## src/rtl/bg_pkg.sv

```systemverilog
// Shared types and constants for the background pixel fetch path.
package bg_pkg;

    typedef struct packed {
        logic [7:0] r;
        logic [7:0] g;
        logic [7:0] b;
    } rgb24_t;

    localparam int TILE_W_DEF = 20;
    localparam int TILE_H_DEF = 20;
    localparam int SCALE_DEF  = 4;

    // Sky blue, two grass greens, three dirt browns, black, white.
    localparam rgb24_t PALETTE [0:7] = '{
        '{r: 8'h87, g: 8'hCE, b: 8'hEB},
        '{r: 8'h22, g: 8'h8B, b: 8'h22},
        '{r: 8'h00, g: 8'h64, b: 8'h00},
        '{r: 8'h8B, g: 8'h45, b: 8'h13},
        '{r: 8'hA0, g: 8'h52, b: 8'h2D},
        '{r: 8'h5C, g: 8'h40, b: 8'h33},
        '{r: 8'h00, g: 8'h00, b: 8'h00},
        '{r: 8'hFF, g: 8'hFF, b: 8'hFF}
    };

endpackage

```

## src/rtl/bg_palette.sv

```systemverilog
// Registered palette lookup (pipeline stage 3) with a sticky bad-index flag.
module bg_palette
    import bg_pkg::*;
(
    input  logic       clk,
    input  logic       reset,
    input  logic       valid,
    input  logic [4:0] index,
    output rgb24_t     rgb,
    output logic       err
);

    // Map index to colour; black when not valid or index out of range.
    always_ff @(posedge clk) begin
        if (reset) begin
            rgb <= '0;
            err <= 1'b0;
        end else begin
            if (valid && index[4:3] == 2'b00) begin
                rgb <= PALETTE[index[2:0]];
            end else begin
                rgb <= '0;
            end
            if (valid && index[4:3] != 2'b00) begin
                err <= 1'b1;
            end
        end
    end

endmodule

```

## src/rtl/bg_pixel_fetch.sv

```systemverilog
// Background tile fetch: scan counters -> frame RAM address -> palette RGB,
// with valid/sync strobes delayed to line up with the RGB output.
module bg_pixel_fetch
    import bg_pkg::*;
#(
    parameter int TILE_W = TILE_W_DEF,
    parameter int TILE_H = TILE_H_DEF,
    parameter int SCALE  = SCALE_DEF,
    parameter int ADDR_W = 19
) (
    input  logic              Clk,
    input  logic              Reset,
    input  logic              frame_start,
    input  logic              line_start,
    input  logic              pixel_valid,
    input  logic              hs_in,
    input  logic              vs_in,
    output logic [ADDR_W-1:0] read_address,
    input  logic [4:0]        ram_data,
    output logic [7:0]        rgb_r,
    output logic [7:0]        rgb_g,
    output logic [7:0]        rgb_b,
    output logic              rgb_valid,
    output logic              hs_out,
    output logic              vs_out,
    output logic              palette_err
);

    localparam int SUB_W = (SCALE  > 1) ? $clog2(SCALE)  : 1;
    localparam int XT_W  = (TILE_W > 1) ? $clog2(TILE_W) : 1;
    localparam int YT_W  = (TILE_H > 1) ? $clog2(TILE_H) : 1;

    localparam logic [SUB_W-1:0] SUB_LAST = SUB_W'(SCALE - 1);
    localparam logic [XT_W-1:0]  XT_LAST  = XT_W'(TILE_W - 1);
    localparam logic [YT_W-1:0]  YT_LAST  = YT_W'(TILE_H - 1);

    logic [SUB_W-1:0]  x_sub;
    logic [XT_W-1:0]   x_tile;
    logic [SUB_W-1:0]  y_sub;
    logic [YT_W-1:0]   y_tile;
    logic [ADDR_W-1:0] row_base;

    logic [2:0] valid_sr;
    logic [2:0] hs_sr;
    logic [2:0] vs_sr;

    rgb24_t pix;

    // Horizontal position: cleared by line_start, advanced per active pixel.
    always_ff @(posedge Clk) begin
        if (Reset || line_start) begin
            x_sub  <= '0;
            x_tile <= '0;
        end else if (pixel_valid) begin
            if (x_sub == SUB_LAST) begin
                x_sub  <= '0;
                x_tile <= (x_tile == XT_LAST) ? '0 : x_tile + 1'b1;
            end else begin
                x_sub <= x_sub + 1'b1;
            end
        end
    end

    // Vertical position and row_base (= y_tile*TILE_W) kept in lockstep,
    // so no multiplier is needed.
    always_ff @(posedge Clk) begin
        if (Reset || frame_start) begin
            y_sub    <= '0;
            y_tile   <= '0;
            row_base <= '0;
        end else if (line_start) begin
            if (y_sub == SUB_LAST) begin
                y_sub <= '0;
                if (y_tile == YT_LAST) begin
                    y_tile   <= '0;
                    row_base <= '0;
                end else begin
                    y_tile   <= y_tile + 1'b1;
                    row_base <= row_base + ADDR_W'(TILE_W);
                end
            end else begin
                y_sub <= y_sub + 1'b1;
            end
        end
    end

    // Stage 1: address register, built from pre-update counter values.
    always_ff @(posedge Clk) begin
        if (Reset) begin
            read_address <= '0;
        end else if (pixel_valid) begin
            read_address <= row_base + ADDR_W'(x_tile);
        end
    end

    // Strobe delay lines matching the 3-cycle address/RAM/palette path.
    always_ff @(posedge Clk) begin
        if (Reset) begin
            valid_sr <= '0;
            hs_sr    <= '1;
            vs_sr    <= '1;
        end else begin
            valid_sr <= {valid_sr[1:0], pixel_valid};
            hs_sr    <= {hs_sr[1:0], hs_in};
            vs_sr    <= {vs_sr[1:0], vs_in};
        end
    end

    bg_palette u_palette (
        .clk   (Clk),
        .reset (Reset),
        .valid (valid_sr[1]),
        .index (ram_data),
        .rgb   (pix),
        .err   (palette_err)
    );

    assign rgb_r     = pix.r;
    assign rgb_g     = pix.g;
    assign rgb_b     = pix.b;
    assign rgb_valid = valid_sr[2];
    assign hs_out    = hs_sr[2];
    assign vs_out    = vs_sr[2];

endmodule

```

## config.mk

```make
export PLATFORM = sky130hd
export DESIGN_NAME = bg_pixel_fetch
export DESIGN_NICKNAME = d
export VERILOG_FILES = /design/src/rtl/bg_pkg.sv /design/src/rtl/bg_palette.sv /design/src/rtl/bg_pixel_fetch.sv
export SDC_FILE = /design/constraint.sdc
export NUM_CORES = 1
export LEC_CHECK = 0
export ABC_AREA = 1
export ABC_CLOCK_PERIOD_IN_PS = 1700
export BUFFER_PORTS_ARGS = -buffer_cell sky130_fd_sc_hd__buf_2
export CAP_MARGIN = 10
export CORE_AREA = 4 4 88 90
export CTS_CLUSTER_DIAMETER = 150
export CTS_CLUSTER_SIZE = 14
export DETAILED_ROUTE_END_ITERATION = 10
export DIE_AREA = 0 0 92 94
export PLACE_DENSITY = 0.71
export SLEW_MARGIN = 5
export SYNTH_ARGS = -nofsm -noshare
export SYNTH_HDL_FRONTEND = slang
export SYNTH_SLANG_ARGS = --single-unit
export TNS_END_PERCENT = 5
```

## constraint.sdc

```tcl
create_clock -name Clk -period 1.7 [get_ports Clk]
set_input_delay 0.51 -clock Clk [delete_from_list [all_inputs] [get_ports Clk]]
set_output_delay 0.51 -clock Clk [all_outputs]
set_load 0.005 [all_outputs]
```

==> results.md <==
* Status: finished clean
* Post-synth EDFFs at 0
* Fraction of layout cells with a size suffix above 1 at 0.2030
* CTS root buffer: clkbuf_8
* Max-cap violations at 0
* Most frequent cells in the layout: nand2_1, dfxtp_1, nor2_1
* Vias per inst at around 4.7
* GPL Wtd Cong at around 0.92
* Critical path type: reg -> reg
* Slew headroom at 0.7285
* Largest net degree at the start of global routing at 24
* I/O pins at ~60
* Worst Slack Setup Final at ~0.15 ns
* Post-synthesis register bit count at 79
* H-tree depth at 3
* Final setup skew at around 0.011 ns
* Routed len/inst at 11.99 um
* Commonest non-fill, non-tap cell in the layout: nand2_1
* Synthesized Nets at between 400 and 500
* Global-route wire length before repair at 12850 um
* GRT met3 Usage at 0.04647
* Sequential area share after synthesis at 0.4603
* Arr. time, crit path at 1.79 ns
* Fin crit share at 0.9136
* Util after Layout at 0.5838
* Crit. End Element: register
* CTS Buf Count at 9
* Routed Antenna Nets at 0
* Later-pin clock latency in the skew report at roughly 0.34 ns
* Initial antenna violation count at 0
* Worst EP required at between 1.5 and 2 ns
* F_max at between 0.6 and 0.7 GHz
* Clk sinks at 79
* Worst setup SP type: register
* N_diodes at 0
* Core area at a little over 7000 sq um
* Met2 GRT Util at 0.2944
* Asr flop ratio synth at 0
* Final-report max-slew violation count at 0
* Worst slew pin tran at 0.4042 ns
* Hold buffer count at cts at 0
* Post-DP HPWL at 5778 um
* Hold/Removal Path Class: in -> reg
* # rows at 31
* Grt peak-use layer: met2
* First-pass DRT Iterations at 4
* Clock Path Buffers at 2
* Die height at between 90 and 100 um
* Final hold violation count at 0
* Syn Inst Count at 467
* Mapped cell area at 3436 sq um
* DIE AREA at between 8000 and 9000 sq um
* Die X at ~92 um
* Port bufs at 58
* Worst slack at placement at around 0.067 ns
* Distinct cells, synth at 32
* Gr usage total at 0.1837
* FILL cells at about 650
* Average cell area after synthesis at around 7.4 sq um
* Drt drc at 0
* Initial core utilization at 0.4867
* Crit-path max FO at 4
* DRT iter0 DRCs at ~120
* Nets at 558
* Routed vias at between 3000 and 4000
* Vias in the first global route at about 2800
* Power density cells at roughly 900 nW/um^2
* Clk slew on worst S/H paths at approximately 0.080 ns
* CTS tree: done
* Setup-failing EPs final at 0
* Routed Wire Length at about 7600 um
* Area growth from synthesis to layout at 19.96%
* Syn. warnings at 0
* Period minus WS final at ~1.6 ns
* TNS Setup at 0 ns
* VDD IR max at around 0.00039 V
* Static Leak at a little under 2 nW
* Synth Flop Type: dfxtp_1
* Met1 usage at 0.2417
* Remaining global-route overflow at 0
-- report_power, final --
group	internal [mW]	leakage, nW	switching (mW)
combinational	0.0786	1.24	0.113
clock	0.842	0.104	0.720
sequential	1.89	0.643	0.0155
-- cell type report --
cell class                      instances  area (sq um)  area share
Inverter                               66         250.2     0.06072
Sequential cell                        79          1584      0.3843
Timing Repair Buffer                   68         377.9     0.09168
Clock buffer                            9         123.9     0.03005
Tap cell                               99         123.9     0.03005
Multi-Input combinational cell        308          1559      0.3783
Clock inverter                          7         102.6     0.02489
-- flip-flops by register name (all words and copies together), names as in the netlist --
name,cells
u_palette.rgb,19
y_sub,2
row_base,17
hs_sr,3
y_tile,5
read_address,19
valid_sr,3
u_palette.err,1
vs_sr,3
x_sub,2
x_tile,5
-- per-stage QoR --
step | hold slack [ns] | std cells | power (mW) | cell area (sq um)
global placement | 0.3952 | 620 | 2.131 | 3856
detailed placement | 0.3951 | 620 | 2.135 | 3856
finish | 0.3527 | 636 | 3.654 | 4121
global route | 0.3382 | 636 | 3.809 | 4121
CTS | 0.3468 | 636 | 3.689 | 4083
floorplan | 0.3883 | 467 | 2.051 | 3436
-- worst paths after layout --
path / start / endpoint / slack (ns) / depth (start not counted)
worst max-delay path: x_tile[4]$_SDFFE_PP0P_ / read_address[9]$_SDFFE_PP0P_ / 0.15 / 9
worst min-delay path: hs_in / hs_sr[0]$_SDFF_PP1_ / 0.35 / 2
worst max register to register: x_tile[4]$_SDFFE_PP0P_ / read_address[9]$_SDFFE_PP0P_ / 0.15 / 9
worst min register to register: vs_sr[0]$_SDFF_PP1_ / vs_sr[1]$_SDFF_PP1_ / 0.42 / 1
-- cell families after synthesis --
kind of cell	synth area share
AOI/OAI and AO/OA	0.1205
xor gates and xnor gates	0.01275
adders and majority gates	0.05098
buffers and inverters	0.09650
DFF	0.4603
and+or+nand+nor	0.2589
-- timing repair --
action	CTS	global route
setup buffers	0	0
gates resized for setup	0	10
endpoints found under the hold margin	0	0
setup endpoints to repair	0	13
-- synth_stat cells, types with 5 or more instances --
cell | number | share of area
nand2_1 | 98 | 0.11
inv_1 | 65 | 0.071
clkbuf_1 | 6 | 0.0066
or2_2 | 8 | 0.015
buf_4 | 5 | 0.011
dfxtp_1 | 79 | 0.46
o21ai_0 | 32 | 0.047
ha_1 | 14 | 0.051
a21oi_1 | 31 | 0.045
nor2_1 | 75 | 0.082
nand3_1 | 16 | 0.023
nor3_1 | 6 | 0.0087
-- layer usage --
| layer | up-vias | share of wire |
|---|---|---|
| li1 | 1602 | - |
| met1 | 1328 | 0.48 |
| met2 | 73 | 0.46 |
| met3 | 8 | 0.055 |
| met4 | 0 | 0.012 |
| met5 | - | 0 |
-- critical path, stage by stage, from the launching register on --
cell	delay, ns
dfxtp_1	0.44
ha_4	0.25
nand2_1	0.06
nand2_1	0.06
nor2_2	0.18
inv_1	0.08
nand2_1	0.12
nor2_1	0.05
o21ai_0	0.17
inv_1	0.05
(Power assumes the default switching activity.)
